$ cat src/rtl/uurisc_dbg_pkg.sv
// Shared debug-control types for the uurisc run controller.
package uurisc_dbg_pkg;

    // Host debug commands carried on cmd_op.
    typedef enum logic [2:0] {
        OP_NOP    = 3'd0,
        OP_HALT   = 3'd1,
        OP_STEP   = 3'd2,
        OP_RUN    = 3'd3,
        OP_RUN_N  = 3'd4,
        OP_SET_BP = 3'd5,
        OP_CLR_BP = 3'd6
    } cmd_op_t;

    // Why the core last stopped; held until the next halt.
    typedef enum logic [1:0] {
        HR_NONE       = 2'd0,
        HR_HOST       = 2'd1,
        HR_COUNT      = 2'd2,
        HR_BREAKPOINT = 2'd3
    } halt_reason_t;

    // Controller run state.
    typedef enum logic {
        ST_HALTED  = 1'b0,
        ST_RUNNING = 1'b1
    } run_state_t;

endpackage

$ cat src/rtl/exec_run_controller.sv
// Debug run/step/halt sequencer. Owns the core's run input and only ever
// stops the core on an instruction boundary (the cycle the core writes back).
module exec_run_controller
    import uurisc_dbg_pkg::*;
#(
    parameter int ADDR_WIDTH   = 16,
    parameter int COUNT_WIDTH  = 16,
    parameter int RETIRE_WIDTH = 32
) (
    input  logic                    clk,
    input  logic                    rst,
    input  logic                    cmd_valid,
    output logic                    cmd_ready,
    input  logic [2:0]              cmd_op,
    input  logic [((ADDR_WIDTH > COUNT_WIDTH) ? ADDR_WIDTH : COUNT_WIDTH)-1:0] cmd_arg,
    output logic                    cmd_err,
    output logic                    core_run,
    input  logic                    core_wr,
    input  logic [ADDR_WIDTH-1:0]   core_pc,
    output logic                    halted,
    output logic [1:0]              halt_reason,
    output logic [RETIRE_WIDTH-1:0] retired
);

    run_state_t                state_q, state_d;
    logic                      bounded_q, bounded_d;
    logic [COUNT_WIDTH-1:0]    remaining_q, remaining_d;
    logic                      halt_pending_q, halt_pending_d;
    logic                      bp_en_q, bp_en_d;
    logic [ADDR_WIDTH-1:0]     bp_addr_q, bp_addr_d;
    halt_reason_t              halt_reason_q, halt_reason_d;
    logic [RETIRE_WIDTH-1:0]   retired_q, retired_d;
    logic                      cmd_err_q, cmd_err_d;

    logic running;
    logic boundary;
    logic bp_hit;
    logic cnt_done;
    logic stop;

    // Boundary detection and the combinational run gate. Run drops in the
    // write-back cycle of the last instruction so the core idles after it.
    // The breakpoint compares the PC the core is about to execute, so the
    // instruction at the breakpoint address is never started.
    always_comb begin
        running  = (state_q == ST_RUNNING);
        boundary = running & core_wr;
        bp_hit   = bp_en_q & (core_pc == bp_addr_q);
        cnt_done = bounded_q & (remaining_q == COUNT_WIDTH'(1));
        stop     = bp_hit | cnt_done | halt_pending_q;
        core_run = running & ~(core_wr & stop);
    end

    // Next-state logic: boundary bookkeeping first, then host commands.
    always_comb begin
        state_d        = state_q;
        bounded_d      = bounded_q;
        remaining_d    = remaining_q;
        halt_pending_d = halt_pending_q;
        bp_en_d        = bp_en_q;
        bp_addr_d      = bp_addr_q;
        halt_reason_d  = halt_reason_q;
        retired_d      = retired_q;
        cmd_err_d      = 1'b0;

        if (boundary) begin
            retired_d = retired_q + RETIRE_WIDTH'(1);
            if (bounded_q) begin
                remaining_d = remaining_q - COUNT_WIDTH'(1);
            end
            if (stop) begin
                state_d        = ST_HALTED;
                bounded_d      = 1'b0;
                halt_pending_d = 1'b0;
                if (bp_hit) begin
                    halt_reason_d = HR_BREAKPOINT;
                end else if (cnt_done) begin
                    halt_reason_d = HR_COUNT;
                end else begin
                    halt_reason_d = HR_HOST;
                end
            end
        end

        if (cmd_valid) begin
            unique case (cmd_op_t'(cmd_op))
                OP_HALT: begin
                    if (running && !(boundary && stop)) begin
                        halt_pending_d = 1'b1;
                    end
                end
                OP_STEP: begin
                    if (running) begin
                        cmd_err_d = 1'b1;
                    end else begin
                        state_d     = ST_RUNNING;
                        bounded_d   = 1'b1;
                        remaining_d = COUNT_WIDTH'(1);
                    end
                end
                OP_RUN: begin
                    if (running) begin
                        cmd_err_d = 1'b1;
                    end else begin
                        state_d   = ST_RUNNING;
                        bounded_d = 1'b0;
                    end
                end
                OP_RUN_N: begin
                    if (running) begin
                        cmd_err_d = 1'b1;
                    end else if (cmd_arg[COUNT_WIDTH-1:0] != '0) begin
                        state_d     = ST_RUNNING;
                        bounded_d   = 1'b1;
                        remaining_d = cmd_arg[COUNT_WIDTH-1:0];
                    end
                end
                OP_SET_BP: begin
                    bp_addr_d = cmd_arg[ADDR_WIDTH-1:0];
                    bp_en_d   = 1'b1;
                end
                OP_CLR_BP: begin
                    bp_addr_d = cmd_arg[ADDR_WIDTH-1:0];
                    bp_en_d   = 1'b0;
                end
                default: begin
                end
            endcase
        end
    end

    // State registers with synchronous reset shared with the core.
    always_ff @(posedge clk) begin
        if (rst) begin
            state_q        <= ST_HALTED;
            bounded_q      <= 1'b0;
            remaining_q    <= '0;
            halt_pending_q <= 1'b0;
            bp_en_q        <= 1'b0;
            bp_addr_q      <= '0;
            halt_reason_q  <= HR_NONE;
            retired_q      <= '0;
            cmd_err_q      <= 1'b0;
        end else begin
            state_q        <= state_d;
            bounded_q      <= bounded_d;
            remaining_q    <= remaining_d;
            halt_pending_q <= halt_pending_d;
            bp_en_q        <= bp_en_d;
            bp_addr_q      <= bp_addr_d;
            halt_reason_q  <= halt_reason_d;
            retired_q      <= retired_d;
            cmd_err_q      <= cmd_err_d;
        end
    end

    assign cmd_ready   = 1'b1;
    assign cmd_err     = cmd_err_q;
    assign halted      = (state_q == ST_HALTED);
    assign halt_reason = halt_reason_q;
    assign retired     = retired_q;

endmodule
$ cat config.mk
export PLATFORM = sky130hd
export DESIGN_NAME = exec_run_controller
export DESIGN_NICKNAME = d
export VERILOG_FILES = /design/src/rtl/uurisc_dbg_pkg.sv /design/src/rtl/exec_run_controller.sv
export SDC_FILE = /design/constraint.sdc
export NUM_CORES = 1
export LEC_CHECK = 0
export CELL_PAD_IN_SITES_DETAIL_PLACEMENT = 1
export CELL_PAD_IN_SITES_GLOBAL_PLACEMENT = 2
export CORE_MARGIN = 2
export CORE_UTILIZATION = 27
export DETAILED_ROUTE_END_ITERATION = 7
export PLACE_DENSITY_LB_ADDON = 0.1
export SLEW_MARGIN = 10
export SYNTH_ARGS = -nofsm -noshare
export SYNTH_HDL_FRONTEND = slang
export SYNTH_SLANG_ARGS = --single-unit
$ cat constraint.sdc
create_clock -name clk -period 1.9 [get_ports clk]
set_input_delay 0.38 -clock clk [delete_from_list [all_inputs] [get_ports clk]]
set_output_delay 0.38 -clock clk [all_outputs]
set_load 0.02 [all_outputs]
# --- Word-level counts from Yosys, hierarchy flattened ---
# Index checks and enable logic that the tools add are counted.
word_totals:
  wordCells: 73
  mem_bits_ro: 0
  input_bits: 39
  latch_bits: 0
  n_memories: 0
  ff_bits: 71
  mem_bits_rw: 0
  out_inout_bits: 38
op_classes:
  magnitude_cmp: 0
  bitwise: 11
  n_div: 0
  shifts: 0
  muxes: 31
  add_sub_neg: 2
  n_mul: 0
  n_eq_ne: 8
  reduce_logical: 12
ops:
  columns: ["operator", "n"]
  rows:
  - ["2-to-1 mux 16 bit", 6]
  - ["adder 32 x 1 -> 32 bit (second input constant)", 1]
  - ["one-hot mux 16 bit (2 select lines)", 1]
  - ["2-to-1 mux 1 bit", 19]
  - ["equality test 16 x 1 -> 1 bit (second input constant)", 1]
  - ["equality test 16 bit", 1]
  - ["nonzero test 16 bit", 1]
  - ["subtractor 16 x 1 -> 16 bit (second input constant)", 1]
  - ["equality test 3 bit (second input constant)", 3]
  - ["equality test 3 x 2 -> 1 bit (second input constant)", 2]
  - ["AND reduction 2 bit", 3]
  - ["OR reduction 3 bit", 2]
  - ["AND 1 bit", 5]
  - ["2-to-1 mux 2 bit", 2]
  - ["NOT 1 bit", 4]
  - ["one-hot mux 1 bit (2 select lines)", 2]
  - ["OR reduction 2 bit", 2]
  - ["equality test 3 x 1 -> 1 bit (second input constant)", 1]
  - ["one-hot mux 1 bit (3 select lines)", 1]
  - ["logical AND 1 bit", 2]
  - ["bitwise OR 1 bit", 2]
  - ["nonzero test 2 bit", 1]
  - ["logical NOT 1 bit", 1]

# --- Logic depth before layout (Yosys ltp) ---
depth:
  word_depth: 10
  depth_mapped: 7
  depth_no_buf: 7

# --- Worst setup path before layout ---
# No wires, ideal clock.
synth_path:
  kind: "register to register"
  start: "reg retired_q[7] (netlist: retired[7])"
  end: "reg retired_q[31] (netlist: retired[31])"
  arrival_ns: 1.891
  setup_slack_ns: -0.115
  stages_incl_launch_ff: 6
  setup_time_ns: 0.123
  path_buffers: 0
  period_less_slack_ns: 2.015
  cell_sequence: "dfxtp_1 > and4_4 > nand4_4 > nor4_2 > nor3b_1 > mux2_1"
synth_via:
  elab_chain_len: 1
synth_rtl:
  columns: ["element", "line_no", "source"]
  rows:
  - ["from (decl)", "exec_run_controller.sv:32", "logic [RETIRE_WIDTH-1:0] retired_q, retired_d;"]
  - ["from (signal assigned)", "exec_run_controller.sv:152", "retired_q <= retired_d;"]
  - ["adder 32 x 1 -> 32 bit", "exec_run_controller.sv:67", "retired_d = retired_q + RETIRE_WIDTH'(1);"]
# No other way between the ends.
# A chain may end at the register's enable or synchronous reset.

# --- Worst setup path in the final report ---
layout_path:
  start: "reg remaining_q[5]"
  end: "out core_run"
layout_via:
  elab_chain_len: 7
layout_rtl:
  columns: ["element", "line_no", "source"]
  rows:
  - ["from (decl)", "exec_run_controller.sv:27", "logic [COUNT_WIDTH-1:0] remaining_q, remaining_d;"]
  - ["from (signal assigned)", "exec_run_controller.sv:147", "remaining_q <= remaining_d;"]
  - ["equality test 16 x 1 -> 1 bit", "exec_run_controller.sv:49", "cnt_done = bounded_q & (remaining_q == COUNT_WIDTH'(1));"]
  - ["AND 1 bit", "exec_run_controller.sv:49", null]
  - ["bitwise OR 1 bit (2 in series)", "exec_run_controller.sv:50", "stop = bp_hit | cnt_done | halt_pending_q;"]
  - ["AND 1 bit", "exec_run_controller.sv:51", "core_run = running & ~(core_wr & stop);"]
  - ["NOT 1 bit", "exec_run_controller.sv:51", null]
  - ["AND 1 bit", "exec_run_controller.sv:51", null]
  - ["to (decl)", "exec_run_controller.sv:17", "output logic core_run,"]
# No other way between the ends.

==> summary.md <==
| Metric | Value |
|---|---|
| Post-Synthesis Cells | 412 |
| Worst Hold Class | in -> reg |
| Post-synth top area share | 39.9% |
| Synth Area per Inst | 8.65 sq um |
| Mapped cell area | 0.00356 sq mm |
| Sink Count | 71 |
| CP Launch Point | remaining_q[5] |
| CP cell instances | or4_4 > nor4_4 > a21oi_2 > o21ai_2 > a21oi_2 > buf_6 |
| Clock Latency Late Sink | 0.34 ns |
| Maximum capacitance violations | 0 |
| DRT Pass-1 Iters | 4 |
| Crit path capture type | output pin |
| Worst Skew | 0.00813 ns |
| Diodes inserted | 0 |
| Die area | 0.0141 sq mm |
| Crit path time final | 2.28 ns |
| Leakage power | 2.27 nW |
| Hold path depth | 2 |
| Vias per cell | 4.70 |
| Endpoints failing hold | 0 |
| Slowest stage delay, CP | 0.56 ns |
| Share of layout cells above drive strength 1 | 30.1% |
| Hold slack | 0.438 ns |
| Violated checks | negative setup slack |
| Delay-heaviest family, CP | simple AND/OR/NAND/NOR gates |
| Global route overflow | 0 |
| Place WS | -0.990 ns |
| Crit path DAT | 1.90 ns |
| DR vias | 3,600 |
| Initial antenna violation count | 0 |
| Slew Viols, Final | 0 |
| PD cells | 664 mW/mm^2 |
| Worst-path fanout max | 2 |
| HP Start | rst |
| FF+latch count, synth | 71 |
| Drt initial violations | 106 |
| CTS HTree Levels | 3 |
| RSZ-0062 raised after global routing | yes |
| Row count | 41 |
| Critical Path Most Common Cell | a21oi_2 |
| CTS tree | built |
| Most common cell after layout, fill and taps aside | buf_4 |
| Yosys top cell by area | dfxtp_1 |
| Longest Clk Path Bufs | 2 |
| Worst Setup Path Type | reg -> out |
| Number of synthesized flops with an enable pin | 0 |
| Final setup fails | 4 |
| Largest cells by area after synthesis | dfxtp_1, xor2_1, nor2_1, xnor2_1, mux2i_1 |
| Final Power | 3.82 mW |
| Routed len/inst | 16.0 microns |
| Total CTS buffers | 9 |
| Synth unique cells | 52 |
| I/O pin count | 77 |
| Placer Congestion | 0.817 |
| Area grow syn2layout | 61.5% |
| Worst-path clk slew | 0.06 ns |
| Fmax | 439 MHz |
| First-pass GRT wire length | 19,700 microns |
| Die height | 119 microns |
| Share of flip-flops with an asynchronous set or reset | 0% |
| Post-Syn Nets | 454 |
| CP max-delay cell | or4_4 |
| R2r startpoint | remaining_q[5] |
| Final core occ | 45.1% |
| Die width | 119 microns |
| Status | finished with violations |
| Final cycle utilization of the critical path | 120% |
| Sequential share of the synthesized area | 39.9% |
| GRT Overall Usage | 17.8% |
| Worst EP required | 1.52 ns |
| Clock root buffer | clkbuf_16 |
| Final worst setup slack | -0.375 ns |
| DRT antenna net count | 0 |
| VDD IR-drop max | 0.502 mV |
| PortBufs | 75 |
| Top_reg_cell synth | dfxtp_1 |
| Initial core utilization | 27.9% |
| Startpoint types | register |
| Hpwl dp | 9420 microns |
| CP Depth | 6 |
| Routed WL | 12,200 microns |
| Most frequent cells in the layout | buf_4, nor2_1, clkdlybuf4s50_1 |
| Net count reported at finish | 631 |
| Residual DRC | 0 |
| Core area | 0.0128 sq mm |
| Crit path buffers/inverters | 1 |
| R2R depth | 6 |
| Vias in the first global route | 3,796 |
| Warnings from Yosys | 0 |
| Pin count of the biggest net entering global routing | 27 |
==> metal layers <==
| layer | routed length (microns) | vias to the layer above | track usage, % |
|---|---|---|---|
| met1 | 5840 | 1748 | 22.8 |
| met5 | 0 | - | 0 |
| met2 | 5890 | 49 | 29.8 |
| met4 | 123 | 0 | 4.61 |
| met3 | 392 | 9 | 4.69 |
| li1 | - | 1794 | - |
==> flip-flops by register name, indices dropped and copies added, names as in the netlist <==
register	cells
cmd_err	1
running	1
halt_reason	2
halt_pending_q	1
remaining_q	16
bounded_q	1
retired	32
bp_en_q	1
bp_addr_q	16
==> final timing paths <==
kind	slack (ns)	end
setup reg to reg	0.02	remaining_q[11]
hold reg to reg	0.50	bp_addr_q[10]
hold / removal	0.44	retired[2]
setup / recovery	-0.38	core_run
==> kinds of logic (layout without fill, tap and decap cells) <==
| group | after synthesis | in the layout | share of synthesized area (%) |
|---|---|---|---|
| AND/OR/NAND/NOR | 190 | 190 | 28.0 |
| flip-flops | 71 | 71 | 39.9 |
| XOR/XNOR | 57 | 57 | 14.0 |
| AO/OA/AOI/OAI | 43 | 43 | 7.90 |
| buffers and inverters | 26 | 208 | 3.02 |
| multiplexers | 21 | 21 | 6.00 |
| adder cells (fa/ha/maj) | 3 | 3 | 1.05 |
| other | 1 | 1 | 0.105 |
==> through the flow <==
step | area (sq um) | cells | TNS, ns
floorplan | 3600 | 412 | -0.0509
global placement | 5220 | 738 | -15.03
detailed placement | 5220 | 738 | -15.89
CTS | 5610 | 759 | -0.400
global route | 5760 | 766 | -1.04
finish | 5760 | 766 | -0.467
==> cell type report <==
class                      instances  area (sq um)
clock buffer                      10           239
timing repair buffer             182          1560
fill                            1484          7020
clock inverter                     6          60.1
inverter                          10          37.5
sequential                        71          1450
multi-input combinational        315          2200
tap                              172           215
==> cells in the mapped netlist (3+ instances only) <==
cell type,instances
nor2_1,62
ha_1,3
nand2_1,25
xnor2_1,26
o21ai_0,6
nor4_1,19
a22oi_1,4
o2bb2ai_1,6
and2_1,3
and3_1,6
nor3_1,15
nand3_1,19
mux2i_1,18
a21oi_1,14
or3_1,4
mux2_1,3
clkbuf_1,11
dfxtp_1,71
nand2b_1,4
nor2b_1,3
xor2_1,31
inv_1,10
nand4_1,12
==> report_power, final <==
part           leakage [nW]  internal [mW]  total, mW  switching (mW)
clock                 0.144           1.04       1.71           0.662
combinational          1.54          0.290      0.562           0.272
sequential            0.585           1.53       1.55          0.0293
total                  2.27           2.86       3.82           0.963
==> repair_timing <==
action / 4_1_cts / 5_1_grt
pin swaps: 21 / 9
resized for setup: 34 / 22
setup endpoints to repair: 15 / 27
hold buffers: 0 / 0
setup buffers: 7 / 8
(Power assumes the default switching activity.)
